==> config.mk <==
export PLATFORM = sky130hd
export DESIGN_NAME = tx_serial_param
export DESIGN_NICKNAME = d
export VERILOG_FILES = /design/src/rtl/tx_serial_param.sv
export SDC_FILE = /design/constraint.sdc
export NUM_CORES = 1
export LEC_CHECK = 0
export BUFFER_PORTS_ARGS = -buffer_cell sky130_fd_sc_hd__buf_2
export CAP_MARGIN = 20
export CORE_AREA = 2 2 54 56
export CTS_CLUSTER_DIAMETER = 50
export DETAILED_ROUTE_END_ITERATION = 6
export DIE_AREA = 0 0 56 58
export PLACE_DENSITY_LB_ADDON = 0.25
export SLEW_MARGIN = 20
export SYNTH_ARGS = -nofsm -noshare
export SYNTH_HDL_FRONTEND = slang
export SYNTH_SLANG_ARGS = --single-unit
==> constraint.sdc <==
create_clock -name clk_i -period 1.25 [get_ports clk_i]
set_input_delay 0.0625 -clock clk_i [delete_from_list [all_inputs] [get_ports clk_i]]
set_output_delay 0.0625 -clock clk_i [all_outputs]
set_load 0.01 [all_outputs]
==> src/rtl/tx_serial_param.sv <==
// Parametrised parallel-to-serial transmitter with valid/ready word intake and end-of-frame pulse.
// Optional even-parity bit after the data bits when TX_SERIAL_PARITY_EN is defined.
//
// state | meaning
// IDLE  | ready for a word, line quiet
// SHIFT | data bits on data_o, each held CLKS_PER_BIT cycles
// PAR   | even-parity bit on data_o (parity build only)
// DONE  | one-cycle end-of-frame pulse
module tx_serial_param #(
  parameter int DATA_W       = 8,
  parameter int CLKS_PER_BIT = 4,
  parameter int MSB_FIRST    = 1
) (
  input  logic              clk_i,
  input  logic              rst_ni,
  input  logic [DATA_W-1:0] data_i,
  input  logic              valid_i,
  output logic              ready_o,
  output logic              data_o,
  output logic              ena_o,
  output logic              busy_o,
  output logic              done_o
);

  localparam int CNT_W = $clog2(DATA_W + 1);
  localparam int DIV_W = (CLKS_PER_BIT > 1) ? $clog2(CLKS_PER_BIT) : 1;
  localparam logic [DIV_W-1:0] DIV_MAX = DIV_W'(CLKS_PER_BIT - 1);
  localparam logic [CNT_W-1:0] BIT_MAX = CNT_W'(DATA_W - 1);

`ifdef TX_SERIAL_PARITY_EN
  typedef enum logic [1:0] {IDLE = 2'd0, SHIFT = 2'd1, PAR = 2'd2, DONE = 2'd3} state_t;
`else
  typedef enum logic [1:0] {IDLE = 2'd0, SHIFT = 2'd1, DONE = 2'd3} state_t;
`endif

  state_t            st_q, st_d;
  logic [DATA_W-1:0] sreg_q, sreg_d;
  logic [CNT_W-1:0]  bit_cnt_q, bit_cnt_d;
  logic [DIV_W-1:0]  div_q, div_d;
  logic              ready_q, ready_d;
  logic              data_q, data_d;
  logic              ena_q, ena_d;
  logic              busy_q, busy_d;
  logic              done_q, done_d;
  logic              div_wrap;
`ifdef TX_SERIAL_PARITY_EN
  logic              par_q, par_d;
`endif

  assign div_wrap = (div_q == DIV_MAX);

  always_comb begin
    st_d      = st_q;
    sreg_d    = sreg_q;
    bit_cnt_d = bit_cnt_q;
    div_d     = div_q;
`ifdef TX_SERIAL_PARITY_EN
    par_d     = par_q;
`endif
    case (st_q)
      IDLE: begin
        if (valid_i) begin
          sreg_d    = data_i;
          bit_cnt_d = '0;
          div_d     = '0;
`ifdef TX_SERIAL_PARITY_EN
          par_d     = ^data_i;
`endif
          st_d      = SHIFT;
        end
      end
      SHIFT: begin
        if (div_wrap) begin
          div_d     = '0;
          bit_cnt_d = bit_cnt_q + CNT_W'(1);
          sreg_d    = (MSB_FIRST != 0) ? {sreg_q[DATA_W-2:0], 1'b0}
                                       : {1'b0, sreg_q[DATA_W-1:1]};
          if (bit_cnt_q == BIT_MAX) begin
`ifdef TX_SERIAL_PARITY_EN
            st_d = PAR;
`else
            st_d = DONE;
`endif
          end
        end else begin
          div_d = div_q + DIV_W'(1);
        end
      end
`ifdef TX_SERIAL_PARITY_EN
      PAR: begin
        if (div_wrap) begin
          div_d = '0;
          st_d  = DONE;
        end else begin
          div_d = div_q + DIV_W'(1);
        end
      end
`endif
      DONE:    st_d = IDLE;
      default: st_d = IDLE;
    endcase

    // Outputs are decoded from the next state so they leave the flops aligned with it.
    ready_d = (st_d == IDLE);
    busy_d  = (st_d != IDLE);
    done_d  = (st_d == DONE);
    ena_d   = (st_d == SHIFT);
    data_d  = 1'b0;
    if (st_d == SHIFT)
      data_d = (MSB_FIRST != 0) ? sreg_d[DATA_W-1] : sreg_d[0];
`ifdef TX_SERIAL_PARITY_EN
    if (st_d == PAR) begin
      ena_d  = 1'b1;
      data_d = par_d;
    end
`endif
  end

  always_ff @(posedge clk_i or negedge rst_ni) begin
    if (!rst_ni) begin
      st_q      <= IDLE;
      sreg_q    <= '0;
      bit_cnt_q <= '0;
      div_q     <= '0;
      ready_q   <= 1'b1;
      data_q    <= 1'b0;
      ena_q     <= 1'b0;
      busy_q    <= 1'b0;
      done_q    <= 1'b0;
`ifdef TX_SERIAL_PARITY_EN
      par_q     <= 1'b0;
`endif
    end else begin
      st_q      <= st_d;
      sreg_q    <= sreg_d;
      bit_cnt_q <= bit_cnt_d;
      div_q     <= div_d;
      ready_q   <= ready_d;
      data_q    <= data_d;
      ena_q     <= ena_d;
      busy_q    <= busy_d;
      done_q    <= done_d;
`ifdef TX_SERIAL_PARITY_EN
      par_q     <= par_d;
`endif
    end
  end

  assign ready_o = ready_q;
  assign data_o  = data_q;
  assign ena_o   = ena_q;
  assign busy_o  = busy_q;
  assign done_o  = done_q;

endmodule

Yosys cells after proc, flatten, opt, wreduce, memory -nomap -nowiden
Index checks and enable logic that the tools add are counted.
- bits in latches: 0
- memories: 0
- output and inout bits: 5
- bits in writable memories: 0
- input bits: 11
- word-level logic and storage cells: 39
- register bits: 21
- ROM bits: 0
- $add $sub $neg: 2
- div/mod/pow operators: 0
- multiplexer cells: 14
- equality and inequality tests: 7
- multipliers: 0
- $lt $le $gt $ge: 0
- shift-type cells: 0
- reduce and logical (&&, ||, !) cells: 6
- bitwise gates (word level): 0
- operators with widths (cell ; count):
    8-bit 2-to-1 mux ; 2
    8-bit case mux with 2 select lines ; 1
    2-bit 2-to-1 mux ; 5
    4-bit 2-to-1 mux ; 2
    2-bit case mux with 2 select lines ; 2
    4-bit case mux with 2 select lines ; 1
    4-bit by 1-bit adder with 4-bit output, second input constant ; 1
    2-bit by 1-bit equality test with 1-bit output, second input constant ; 2
    2-bit equality test, second input constant ; 2
    4-bit by 3-bit equality test with 1-bit output, second input constant ; 1
    2-bit zero test ; 2
    2-bit inequality test, second input constant ; 2
    2-bit nonzero test ; 2
    3-bit AND reduction ; 1
    2-bit by 1-bit adder with 2-bit output, second input constant ; 1
    2-bit AND reduction ; 1
    1-bit 2-to-1 mux ; 1

Logic depth before layout (Yosys ltp)
- depth in word-level cells: 6
- gate-level depth with buffers: 5
- mapped depth without buffers: 4

Worst setup path after synthesis
OpenSTA, ideal clock, no wires.
- path kind: reg2reg
- start point: register div_q[0]
- end point: register sreg_q[1]
- data arrival time: 1.155 ns
- setup slack: -0.029 ns
- period minus slack after synthesis: 1.279 ns
- buffers on the path: 1
- stages on the path, launching flop included: 6
- data required time: 1.126 ns
- library setup time: 0.124 ns
- path through: dfrtp_1 ha_1 and3b_1 buf_2 a22oi_1 nand2_1
- longest elaborated chain between the ends: 3
- RTL lines (element ; RTL line ; RTL):
    start: declaration ; 39 ; logic [DIV_W-1:0] div_q, div_d;
    start signal: assignment ; 137 ; div_q <= div_d;
    2-bit equality test ; 50 ; assign div_wrap = (div_q == DIV_MAX);
    2-bit inequality test (no line) ; n/a ;
    3-bit AND reduction (no line) ; n/a ;
    end signal: assignment ; 135 ; sreg_q <= sreg_d;
    end: declaration ; 37 ; logic [DATA_W-1:0] sreg_q, sreg_d;
No other way between the ends.
A chain may end at the register's enable or synchronous reset.

Worst setup path after layout
- start point: register div_q[1]
- end point: register sreg_q[6]
Same word-level chain as after synthesis.

==> qor.yml <==
global_routing:
  antenna_found_initial: 0
  grt-ovfl-total: 0
  grt_use_total_pct: 12.0
  first_global_vias: 696
  grt_first_pass_wirelength_um: 2970
  grt_start_max_net_pins: 22
timing:
  worst_setup_margin_ns: -0.0290
  min_period_over_period_pct: 102
  fin_worst_hold_slack_ns: 0.0811
  finalSetupViolCount: 3
  fin_worst_skew_ns: 0.000525
  slew-limit-headroom_pct: 69.6
  fin_crit_ns: 1.28
  max_slew_violation_count: 0
  fmax_ghz: 0.782
  tightest_slew_ns: 0.456
  timing_hold_violations_final: 0
  rsz_0062_raised_after_global_routing: "yes"
worst_setup_path:
  cp.required_ns: 1.45
  cpMaxStageDelayCell: "dfrtp_1"
  critPathLaunchType: "flip-flop"
  criticalPathCategory: "reg -> reg"
  arrival_time_at_the_worst_endpoint_ns: 1.48
  worst_reg2reg_path_startpoint: "div_q[1]"
  worst-r2r-cell-count: 4
  highest_net_fanout_along_the_worst_path: 8
  endpoint_kind: "flip-flop"
  crit_chain: "ha_4 > and3b_2 > a22oi_1 > nand2_1"
  rrSetupSlack_ns: -0.03
  regToRegEndpoint: "sreg_q[6]"
  critical-path-max-stage-delay_ns: 0.43
die:
  io_pins: 16
  core_region_sq_um: 2660
  dieWidth_um: 56
  die_ar_sq_um: 3250
  placementRows: 19
  dieHeight_um: 58
  floorplan.initialDensity_pct: 34.2
clocking:
  cts_made_buffers: 3
  cts_tree: "done"
  clock_latency_on_the_worst_skew_pair_ns: 0.30
  cts_buffer_depth: 2
  clock_sink_count: 21
  cts.root.buffer_cell: "clkbuf_4"
  cts.clk_slew.worst_paths_ns: 0.11
  clock_tree.htree_level_count: 1
synth:
  yosys_warnings: 0
  synth-seq-cells: 21
  postSynthAreaPerCell_sq_um: 11.5
  synthesized_area_sq_um: 910
  netlist_top_cells_area: "dfrtp_1, a22oi_1, nand3_1"
  synthDominantCellAreaShare_pct: 55.0
  syn-instance-count: 79
  yosys.area.top_type: "dfrtp_1"
  ys_seq_area_share_pct: 57.9
  syn_nets: 92
  netlist_cell_types: 24
final_layout:
  register_area_sq_um: 527
  postLayoutCoreUtil_pct: 47.3
  nNetsFinal: 128
  area.growth.synth_to_final_pct: 38.5
  n_antenna_cell: 0
  multi_input_area_sq_um: 395
  drive_gt1_share_pct: 39.5
  fillers: 264
worst_hold_path:
  holdPathEnd: "ready_o"
  min-delay-start: "valid_i"
  holdCritPathClass: "in -> reg"
  hold-path-cell-count: 3
place:
  buffer_ports.inserted: 15
  gp_routability_congestion: 0.743
  hpwl_um: 1180
pwr:
  share_comb_of_total_power_pct: 37.1
  power-per-cell-area_nw_per_um2: 1680
  clock_power_share_pct: 15.2
  switchingPower_mw: 0.717
  cellLeakagePower_nw: 0.584
  internal-power_mw: 1.40
  p_seq_share_pct: 47.7
  p_sw_share_pct: 33.9
  ir_worst_vdd_mv: 0.838
routing:
  overall_via_count_from_detail_route: 723
  detail_route.first_pass.iterations: 4
  antenna_violating_nets_post_route: 0
  detail_route.iter0.violations: 5
  per_cell_routed_wire_length_um: 11.8
  drt_wl_total_um: 1710
  vias_per_cell: 4.99
  drc: 0
flow_run:
  cap_violations: 0
run_status:
  failed_checks: "negative setup slack"
  run_status: "complete, but fails checks"
sequential cells by signal, summed over array words and instances (netlist names):
signal and cells:
bit_cnt_q 4, busy_o 1, data_o 1, div_q 2, done_o 1, ena_o 1, ready_o 1, sreg_q 8
st_q 2
cell type report:
class / instances / area share [%]
clock buffer: 3 / 1.79
clock inverter: 1 / 0.397
inverter: 4 / 1.19
multi-input combinational: 50 / 31.4
sequential: 21 / 41.8
tap: 31 / 3.08
timing repair buffer: 35 / 20.4
worst max-delay path, delay by kind of cell (launching register included):
kind,cells,cell delay [ns]
flops,1,0.43
fa+ha+maj,1,0.19
simple gates,2,0.37
compound gates,1,0.19
cells in the final DEF (no fill, tap or decap), types with 3 or more instances in the layout:
master	count
a22oi_2	5
buf_2	15
buf_4	9
buf_6	3
clkbuf_4	3
dfrtp_1	20
dlygate4sd3_1	8
inv_1	4
nand2_1	8
nand3_1	8
o21ai_0	3
power by group through the flow:
stage | Clock, mW | Combinational (mW) | Sequential, mW
2_1_floorplan | 0 | 0.452 | 0.976
3_3_place_gp | 0 | 0.632 | 0.988
3_5_place_dp | 0 | 0.656 | 0.990
4_1_cts | 0.338 | 0.747 | 0.997
5_1_grt | 0.373 | 0.897 | 1.03
6_report | 0.322 | 0.785 | 1.01
synthesized netlist by cell type:
cell type and instances:
a211oi_1 1, a21oi_1 2, ha_1 2, dfstp_2 1
dfrtp_1 20, nand3_2 1, nor3b_4 1, buf_6 2
a22oi_1 6, buf_2 2, or3b_1 1, o21ai_0 3
nand3b_4 1, and3b_1 2, o21ai_1 2, inv_1 4
nand2_1 8, a32o_1 2, or3_1 2, nor2_1 3
and3_1 1, nor3_1 2, nand3_1 8, a22o_1 2
through the flow:
step | setup slack (ns) | cell area, sq um | TNS, ns | cells | total power, mW
after detailed placement | -0.0950 | 1060 | -0.453 | 130 | 1.65
after floorplan | 0.00501 | 912 | 0 | 79 | 1.43
after global placement | -0.0706 | 1060 | -0.265 | 130 | 1.62
after global routing | -0.0812 | 1260 | -0.754 | 145 | 2.30
after CTS | -0.0146 | 1210 | -0.0267 | 144 | 2.08
final | -0.0290 | 1260 | -0.0432 | 145 | 2.12
kinds of logic after synthesis:
family | after synthesis | share of synthesized area (%)
DFF | 21 | 57.9
AOI/OAI and AO/OA | 18 | 13.8
and+or+nand+nor | 30 | 20.4
adders and majority gates | 2 | 2.75
buffers and inverters | 8 | 5.23
timing repair:
action | CTS | global route
cloned | 0 | 1
gates resized for setup | 5 | 11
buffers inserted | 2 | 0
pin swaps | 5 | 7
hold buffers | 8 | 0
hold endpoints to repair | 27 | 0
endpoints found under the setup margin | 13 | 13
per-layer routing:
metal	up-vias	share of wire, %	global-route usage [%]
met5	-	0	0
met4	0	3.1	8.16
met3	5	3.3	2.23
met2	12	50	19.0
met1	350	43	15.1
li1	356	-	-
how the worst max path moves through the flow:
| stage | from | end |
|---|---|---|
| after floorplan | st_q[0] | data_o |
| after global placement | div_q[0] | bit_cnt_q[1] |
| after detailed placement | div_q[1] | sreg_q[0] |
| after CTS | div_q[1] | sreg_q[5] |
| after global routing | div_q[0] | sreg_q[2] |
| final | div_q[1] | sreg_q[6] |
Power figures use the tool's default switching activity.
